## config.mk

```make
export PLATFORM = sky130hd
export DESIGN_NAME = id_ex_stage
export DESIGN_NICKNAME = d
export VERILOG_FILES = /design/src/rtl/id_ex_stage.sv
export SDC_FILE = /design/constraint.sdc
export NUM_CORES = 1
export LEC_CHECK = 0
export CORE_AREA = 2 2 132 134
export DETAILED_ROUTE_END_ITERATION = 8
export DIE_AREA = 0 0 134 136
export PLACE_DENSITY_LB_ADDON = 0.08
export SYNTH_ARGS = -nofsm -noshare
export SYNTH_HDL_FRONTEND = slang
export SYNTH_SLANG_ARGS = --single-unit
```

## constraint.sdc

```tcl
create_clock -name iCLK -period 4.3 [get_ports iCLK]
set_clock_uncertainty 0.05 [all_clocks]
set_input_delay 1.29 -clock iCLK [delete_from_list [all_inputs] [get_ports iCLK]]
set_output_delay 1.29 -clock iCLK [all_outputs]
set_load 0.02 [all_outputs]
```

## src/rtl/id_ex_stage.sv

```systemverilog
// ID/EX pipeline register for the RV32I core: captures the decoded control word and operands,
// stalls decode on a load-use hazard and injects a bubble, squashes on taken branch/jump.
module id_ex_stage #(
    parameter int XLEN  = 32,
    parameter int CNT_W = 16
) (
    input  logic            iCLK,
    input  logic            iRST,
    input  logic            iValid,
    input  logic            iHold,
    input  logic            iFlush,
    input  logic            iOrigALU,
    input  logic [1:0]      iMem2Reg,
    input  logic            iRegWrite,
    input  logic            iMemRead,
    input  logic            iMemWrite,
    input  logic [1:0]      iALUOp,
    input  logic [1:0]      iOrigPC,
    input  logic            iOPBJ,
    input  logic [1:0]      iCStore,
    input  logic [XLEN-1:0] iPC,
    input  logic [XLEN-1:0] iRead1,
    input  logic [XLEN-1:0] iRead2,
    input  logic [XLEN-1:0] iImm,
    input  logic [4:0]      iRs1,
    input  logic [4:0]      iRs2,
    input  logic [4:0]      iRd,
    input  logic [2:0]      iFunct3,
    input  logic            iFunct7b5,
    output logic            oValid,
    output logic            oOrigALU,
    output logic [1:0]      oMem2Reg,
    output logic            oRegWrite,
    output logic            oMemRead,
    output logic            oMemWrite,
    output logic [1:0]      oALUOp,
    output logic [1:0]      oOrigPC,
    output logic            oOPBJ,
    output logic [1:0]      oCStore,
    output logic [XLEN-1:0] oPC,
    output logic [XLEN-1:0] oRead1,
    output logic [XLEN-1:0] oRead2,
    output logic [XLEN-1:0] oImm,
    output logic [4:0]      oRs1,
    output logic [4:0]      oRs2,
    output logic [4:0]      oRd,
    output logic [2:0]      oFunct3,
    output logic            oFunct7b5,
    output logic            oStall,
    output logic [CNT_W-1:0] oBubbleCnt
);

    logic loadUseHit;
    logic loadBubble;
    logic loadInput;
    logic countBubble;

    // rs2 is compared even for instructions that do not read it; a spurious stall is harmless.
    assign loadUseHit = oValid & oMemRead & (oRd != 5'd0) & ((oRd == iRs1) | (oRd == iRs2));
    assign oStall     = iValid & loadUseHit & ~iFlush;

    assign loadBubble  = iFlush | (~iHold & (oStall | ~iValid));
    assign loadInput   = ~iFlush & ~iHold & ~oStall & iValid;
    assign countBubble = ~iFlush & ~iHold & oStall;

    always_ff @(posedge iCLK or negedge iRST) begin
        if (!iRST) begin
            oValid    <= 1'b0;
            oOrigALU  <= 1'b0;
            oMem2Reg  <= 2'b00;
            oRegWrite <= 1'b0;
            oMemRead  <= 1'b0;
            oMemWrite <= 1'b0;
            oALUOp    <= 2'b00;
            oOrigPC   <= 2'b00;
            oOPBJ     <= 1'b0;
            oCStore   <= 2'b00;
            oPC       <= '0;
            oRead1    <= '0;
            oRead2    <= '0;
            oImm      <= '0;
            oRs1      <= 5'd0;
            oRs2      <= 5'd0;
            oRd       <= 5'd0;
            oFunct3   <= 3'd0;
            oFunct7b5 <= 1'b0;
        end else if (loadBubble) begin
            // The all-zero word is a NOP: no register write, no memory access, sequential PC.
            oValid    <= 1'b0;
            oOrigALU  <= 1'b0;
            oMem2Reg  <= 2'b00;
            oRegWrite <= 1'b0;
            oMemRead  <= 1'b0;
            oMemWrite <= 1'b0;
            oALUOp    <= 2'b00;
            oOrigPC   <= 2'b00;
            oOPBJ     <= 1'b0;
            oCStore   <= 2'b00;
            oPC       <= '0;
            oRead1    <= '0;
            oRead2    <= '0;
            oImm      <= '0;
            oRs1      <= 5'd0;
            oRs2      <= 5'd0;
            oRd       <= 5'd0;
            oFunct3   <= 3'd0;
            oFunct7b5 <= 1'b0;
        end else if (loadInput) begin
            oValid    <= 1'b1;
            oOrigALU  <= iOrigALU;
            oMem2Reg  <= iMem2Reg;
            oRegWrite <= iRegWrite;
            oMemRead  <= iMemRead;
            oMemWrite <= iMemWrite;
            oALUOp    <= iALUOp;
            oOrigPC   <= iOrigPC;
            oOPBJ     <= iOPBJ;
            oCStore   <= iCStore;
            oPC       <= iPC;
            oRead1    <= iRead1;
            oRead2    <= iRead2;
            oImm      <= iImm;
            oRs1      <= iRs1;
            oRs2      <= iRs2;
            oRd       <= iRd;
            oFunct3   <= iFunct3;
            oFunct7b5 <= iFunct7b5;
        end
    end

    always_ff @(posedge iCLK or negedge iRST) begin
        if (!iRST) begin
            oBubbleCnt <= '0;
        end else if (countBubble && (oBubbleCnt != {CNT_W{1'b1}})) begin
            oBubbleCnt <= oBubbleCnt + 1'b1;
        end
    end

endmodule

```

==> results.py, run 1 <==
metrics = {
    "job": {
        "drv.max_cap_violation_count": 0,
    },
    "clock_tree": {
        "cts_root_buffer": "sky130_fd_sc_hd__clkbuf_16",
        "clock_latency_ps": 420,
        "post-cts-setup-buffers": 0,
        "numCtsBuffers": 17,
        "cts.htree.levels": 4,
        "cts_tree": "built",
        "clock_sinks": 177,
        "cts.reportedPaths.clkPinSlew_ps": 60,
        "clock_tree.buffer_depth": 2,
    },
    "logic_synthesis": {
        "synth_top_cell_by_area": "sky130_fd_sc_hd__dfrtp_1",
        "yosys.area_share.simple_pct": 4.110,
        "synth.lib_cells_used.distinct": 29,
        "post_synthesis_instance_total": 457,
        "post_synth_fa_ha_maj_area_fraction_pct": 0.1877,
        "mappedNetlistArea_sq_um": 6668,
        "mappedNetlistNets": 623,
        "synth_largest_type_area_fraction_pct": 66.43,
        "compound_gate_portion_of_the_synthesized_area_pct": 21.75,
        "postSynthRegisterBits": 177,
        "synth_area_per_cell_sq_um": 14.59,
        "post_synth_mux_area_share_pct": 0.1689,
        "synth-seq-area-share_pct": 66.43,
        "synth_xor_area_share_pct": 3.284,
        "combinational_family_with_the_most_area_after_synthesis": "compound AO/OA/AOI/OAI gates",
        "ys_top_cells_by_area": "sky130_fd_sc_hd__dfrtp_1, sky130_fd_sc_hd__a22o_1, sky130_fd_sc_hd__xnor2_1",
        "yosys_warnings": 0,
    },
    "worst_setup_path": {
        "worst_ep_arrival_time_ps": 2720,
        "worstSetupPathType": "in -> out",
        "setup.worst_path.end_class": "output port",
        "critPathLaunchType": "input port",
        "cp_cell_sequence": "clkdlybuf4s50_1, xnor2_1, nand3_1, o22a_1, nor2_1, dlygate4sd2_1",
        "cp_max_fo": 2,
        "delay_of_the_slowest_critical_path_stage_ps": 510,
        "crit_required_ps": 2960,
        "slowest_stage": "sky130_fd_sc_hd__clkdlybuf4s50_1",
    },
    "min_path": {
        "holdCritPathClass": "reg -> reg",
    },
    "floorplan": {
        "initial_core_util_pct": 39.51,
        "fp.coreArea_sq_um": 16880,
        "floorplan.die_area_sq_um": 18220,
        "io_pins": 343,
        "die-height_um": 136,
        "die-width_um": 134,
        "fp-row-count": 48,
    },
    "drt": {
        "wl_met3_mm": 1.579,
        "wirelength_met1_mm": 8.215,
        "dr_wl_met2_mm": 10.33,
        "drt-wirelength-per-cell_um": 20.02,
        "postRouteWirelength_mm": 20.74,
        "routed.top_layer": "met4",
        "drc": 0,
        "detail_route.vias_per_cell": 5.224,
        "drtIter0Drc": 283,
        "num_vias": 5412,
        "ant_nets": 0,
        "drtPass1Iterations": 6,
    },
    "placed_design": {
        "dpl_worst_slack_ps": -48.77,
        "detailed_place_hpwl_mm": 15.01,
        "gp_routability_congestion": 0.8483,
        "placed_cells_incl_taps": 1004,
        "detailed_place.area_sq_um": 10290,
        "i_o_buffers": 342,
    },
    "sta": {
        "tightest_slew_ps": 912.4,
        "relSlewSlack_pct": 39.17,
        "hold-worst-slack_ps": 453.7,
        "final_hold_viol_count": 0,
        "final_period_minus_worst_setup_slack_ps": 4055,
        "fin_crit_sh_pct": 94.30,
        "timing.final.ws_setup_ps": 245.0,
        "grt_setup_unrepaired": "false",
        "achievable-frequency_ghz": 0.2466,
        "totalNegativeSetupSlack_ps": 0,
        "drv_slew": 0,
        "endpoints_failing_setup": 0,
    },
    "grt": {
        "grt_pass1_vias": 5565,
        "global_route.overflow_total": 0,
        "grt_first_pass_wirelength_mm": 31.40,
        "antenna_violations_before_repair": 1,
        "gr-usage-all-layers_pct": 22.57,
        "pin_count_of_the_biggest_net_entering_global_routing": 98,
    },
    "layout": {
        "post_route_cells_drive_above_1_share_pct": 6.543,
        "fin_cells": 1036,
        "layout.nets": 964,
        "most_frequent_standard_cell_in_the_layout_excluding_fill_and_tap_cells": "sky130_fd_sc_hd__clkdlybuf4s50_1",
        "area_growth_syn_to_layout_pct": 62.58,
        "mostFrequentLayoutCells": "sky130_fd_sc_hd__clkdlybuf4s50_1, sky130_fd_sc_hd__dfrtp_1, sky130_fd_sc_hd__a22o_1, sky130_fd_sc_hd__xnor2_1, sky130_fd_sc_hd__clkbuf_16",
        "post-route-cell-area_sq_um": 10840,
        "count_of_filler_cells_inserted_in_the_layout": 1314,
    },
    "power": {
        "worst_ir_drop_vdd_mv": 0.2668,
        "power.density_nw_per_um2": 343.2,
        "p_leak_uw": 0.004785,
    },
    "outcome": {
        "outcome": "finished, final reports clean",
    },
}
## routing by layer
metal  GRT usage, %  up-vias
met5              0        -
met1          26.39     2704
met3          7.420       38
li1               -     2430
met4          9.220        0
met2          38.46      240
## kinds of logic (layout without fill, tap and decap cells)
logic type | Yosys count | count (layout)
flops | 177 | 177
fa+ha+maj | 1 | 1
buf+inv | 39 | 392
xor+xnor | 25 | 25
compound gates | 165 | 165
simple gates | 49 | 49
other cells | 0 | 1
mux | 1 | 1
## state kept, by name (all words and copies together), names as in the netlist, 3 cells and up
name and cells:
oImm 32, oPC 32, oRead1 32, oRead2 32, oBubbleCnt 16, oRd 5, oRs1 5, oRs2 5
oFunct3 3
## Yosys cell counts (all sizes together)
| cell type | number |
|---|---|
| dfrtp | 177 |
| a22o | 160 |
| clkbuf | 20 |
| buf | 18 |
| xnor2 | 18 |
| nor4 | 9 |
| nand2 | 8 |
| nand3 | 8 |
| nand4 | 8 |
| xor2 | 7 |
| nor2 | 5 |
| or4 | 4 |
| or2 | 2 |
| a21o | 1 |
| and3 | 1 |
| and4 | 1 |
| and4b | 1 |
| ha | 1 |
| inv | 1 |
| mux2 | 1 |
| nor2b | 1 |
| nor3 | 1 |
| o211a | 1 |
| o21ai | 1 |
| o22a | 1 |
| o22ai | 1 |
## timing repair
action	CTS	global route
hold buffers	0	0
gates resized for setup	1	0
setup endpoints to repair	1	0
## worst max-delay path: cells and delay by family
| family | cells | cell delay [ps] |
|---|---|---|
| AO/OA/AOI/OAI | 1 | 230 |
| AND/OR/NAND/NOR | 2 | 210 |
| buffers and inverters | 2 | 850 |
| XOR/XNOR | 1 | 130 |
## power by group
group          switching (uW)  internal, uW
combinational             230           286
clock                     648           797
sequential               37.1          1720
## through the flow
stage	utilization (%)	total power, uW
6_report	64.23	3720
5_1_grt	64.22	3866
4_1_cts	64.22	3761
3_5_place_dp	61.00	2310
3_3_place_gp	61.00	2302
2_1_floorplan	-	1965
## area by class of cell
| cell class | count | area (sq um) | share of cell area [%] |
|---|---|---|---|
| Antenna cell | 1 | 2.502 | 0.02308 |
| Clock inverter | 12 | 112.6 | 1.039 |
| Clock buffer | 19 | 432.9 | 3.994 |
| Sequential cell | 177 | 4429 | 40.86 |
| Multi-Input combinational cell | 241 | 1982 | 18.28 |
| Inverter | 1 | 3.754 | 0.03463 |
| Tap cell | 225 | 281.5 | 2.597 |
| Timing Repair Buffer | 360 | 3596 | 33.17 |
## final timing paths
| check | start | end | slack [ps] | depth (start not counted) |
|---|---|---|---|---|
| setup / recovery | iRs1[0] | oStall | 240 | 6 |
| hold / removal | oRead2[14] | oRead2[14] | 450 | 1 |
| setup reg to reg | oRd[1] | oImm[31] | 1510 | 6 |
| hold reg to reg | oRead2[14] | oRead2[14] | 450 | 1 |
| max in group asynchronous | iRST | oPC[15] | 2430 | 2 |
| min in group asynchronous | iRST | oImm[2] | 870 | 1 |
Power figures use the tool's default switching activity.
==> run 2: changes to the inputs <==
CORE_AREA = not set   (was 2 2 132 134)
CORE_MARGIN = 5   (was not set)
CORE_UTILIZATION = 43   (was not set)
DIE_AREA = not set   (was 0 0 134 136)
==> run 2 against run 1 <==
Net effect: sequential power about the same; sequential cell count is the same; critical endpoint unchanged; register-to-register slack improved by 290 ps; via count is 0.41% lower; die area down 0.70%.
==> results.py, run 2 (synthesis gave the netlist of run 1 again) <==
metrics = {
    "outcome": {
        "outcome": "finished, final reports clean",
    },
    "worst_setup_path": {
        "setup.worst_path.end_class": "output port",
        "crit_required_ps": 2960,
        "slowest_stage": "sky130_fd_sc_hd__clkdlybuf4s50_1",
        "delay_of_the_slowest_critical_path_stage_ps": 510,
        "worst_ep_arrival_time_ps": 2750,
        "critPathLaunchType": "input port",
        "crit_family": "buffers and inverters",
        "cp_cell_sequence": "clkdlybuf4s50_1, xnor2_1, nand3_1, o22a_1, nor2_1, dlygate4sd2_1",
        "worstSetupPathType": "in -> out",
        "critical_path_buf_inv_count": 2,
        "cp_max_fo": 2,
    },
    "job": {
        "drv.max_cap_violation_count": 0,
    },
    "layout": {
        "area_growth_syn_to_layout_pct": 62.04,
        "final-seq-area_sq_um": 4429,
        "most_frequent_standard_cell_in_the_layout_excluding_fill_and_tap_cells": "sky130_fd_sc_hd__clkdlybuf4s50_1",
        "layout.nets": 959,
        "post-route-cell-area_sq_um": 10800,
        "mostFrequentLayoutCells": "sky130_fd_sc_hd__clkdlybuf4s50_1, sky130_fd_sc_hd__dfrtp_1, sky130_fd_sc_hd__a22o_1, sky130_fd_sc_hd__xnor2_1, sky130_fd_sc_hd__clkbuf_16",
        "post_route_cells_drive_above_1_share_pct": 5.963,
        "count_of_filler_cells_inserted_in_the_layout": 1069,
        "multiInputGateArea_sq_um": 1982,
        "finish.utilization_pct": 71.07,
    },
    "placed_design": {
        "detailed_place_hpwl_mm": 15.76,
        "gp_routability_congestion": 0.8363,
        "detailed_place.area_sq_um": 10220,
        "i_o_buffers": 342,
    },
    "floorplan": {
        "die-height_um": 134.5,
        "io_pins": 343,
        "floorplan.die_area_sq_um": 18100,
        "die-width_um": 134.5,
        "fp.coreArea_sq_um": 15200,
        "fp-row-count": 45,
        "initial_core_util_pct": 43.86,
    },
    "clock_tree": {
        "clock_latency_ps": 420,
        "clock_sinks": 177,
        "cts.htree.levels": 4,
        "clock_tree.buffer_depth": 2,
        "numCtsBuffers": 17,
        "post-cts-setup-buffers": 0,
        "cts.reportedPaths.clkPinSlew_ps": 60,
        "cts_root_buffer": "sky130_fd_sc_hd__clkbuf_16",
        "cts_tree": "built",
    },
    "min_path": {
        "holdCritPathClass": "reg -> reg",
    },
    "drt": {
        "postRouteWirelength_mm": 21.51,
        "ant_nets": 0,
        "drtIter0Drc": 232,
        "drt-wirelength-per-cell_um": 21.64,
        "drc": 0,
        "drtPass1Iterations": 4,
        "detail_route.vias_per_cell": 5.423,
        "num_vias": 5390,
    },
    "sta": {
        "achievable-frequency_ghz": 0.2443,
        "final_hold_viol_count": 0,
        "endpoints_failing_setup": 0,
        "drv_slew": 0,
        "relSlewSlack_pct": 44.05,
        "grt_setup_unrepaired": "false",
        "fin_crit_sh_pct": 95.21,
        "final_period_minus_worst_setup_slack_ps": 4094,
        "tightest_slew_ps": 839.3,
    },
    "power": {
        "p_leak_uw": 0.004786,
        "worst_ir_drop_vdd_mv": 0.2827,
        "power.density_nw_per_um2": 352.0,
    },
    "grt": {
        "global_route.overflow_total": 0,
        "pin_count_of_the_biggest_net_entering_global_routing": 105,
        "grt_pass1_vias": 5607,
        "antenna_violations_before_repair": 1,
        "grt_first_pass_wirelength_mm": 32.62,
        "gr-usage-all-layers_pct": 23.25,
    },
}
run 2: area by class of cell:
type                    count  area share [%]
flip-flops and latches    177           41.00
well taps                 188           2.177
inverters                   1         0.03474
repair buffers            355           33.05
clock buffers              22           4.389
diodes                      1         0.02316
multi-input cells         241           18.34
clock inverters             9          0.9844
run 2: what timing repair did:
| item | 4_1_cts | 5_1_grt |
|---|---|---|
| hold buffers | 0 | 0 |
| gates resized for setup | 1 | 0 |
| setup endpoints to repair | 1 | 0 |
run 2: per-stage QoR:
step	worst slack (ps)	std cells	setup TNS (ps)	hold slack (ps)	power, uW
finish	206.0	994	0	453.4	3803
global route	130.8	994	0	464.0	3934
floorplan	719.8	457	0	545.7	1965
global placement	-67.58	962	-67.58	432.0	2299
CTS	203.6	993	0	458.1	3832
detailed placement	-59.58	962	-59.58	439.8	2308
run 2: layer usage:
metal	vias up	GRT usage (%)	routed length (um)	share of wire, %
met5	-	0	0	0
met3	35	9.016	1847	8.6
li1	2425	-	-	-
met1	2690	27.11	8237	38
met2	240	39.44	10940	51
met4	0	7.975	484	2.3
run 2: path summary, 6_finish.rpt:
check | startpoint | endpoint | slack [ps] | cells after the start
worst max-delay path | iRs2[1] | oStall | 210 | 6
worst min-delay path | oRead2[30] | oRead2[30] | 450 | 1
worst max register to register | oRd[1] | oFunct3[0] | 1800 | 6
worst min register to register | oRead2[30] | oRead2[30] | 450 | 1
max in group asynchronous | iRST | oImm[1] | 2420 | 2
min in group asynchronous | iRST | oImm[2] | 830 | 1
run 2: worst reg2reg max path, delay by kind of cell, from the launching register on:
| kind | cells | cell delay (ps) |
|---|---|---|
| AOI/OAI and AO/OA | 3 | 610 |
| DFF | 1 | 480 |
| buffers and inverters | 2 | 680 |
| and+or+nand+nor | 1 | 620 |
run 2: report_power, final:
group | switching (uW) | internal (uW) | leakage, uW
combinational | 231 | 285 | 0.00209
sequential | 36.3 | 1720 | 0.00241
clock | 631 | 898 | 0.000278
total | 898 | 2910 | 0.00479
==> run 3: changes to the inputs <==
CTS_CLUSTER_DIAMETER = 50   (was not set)
==> results of run 3 <==
Final layout, timing and power as in run 2 (identical DEF).
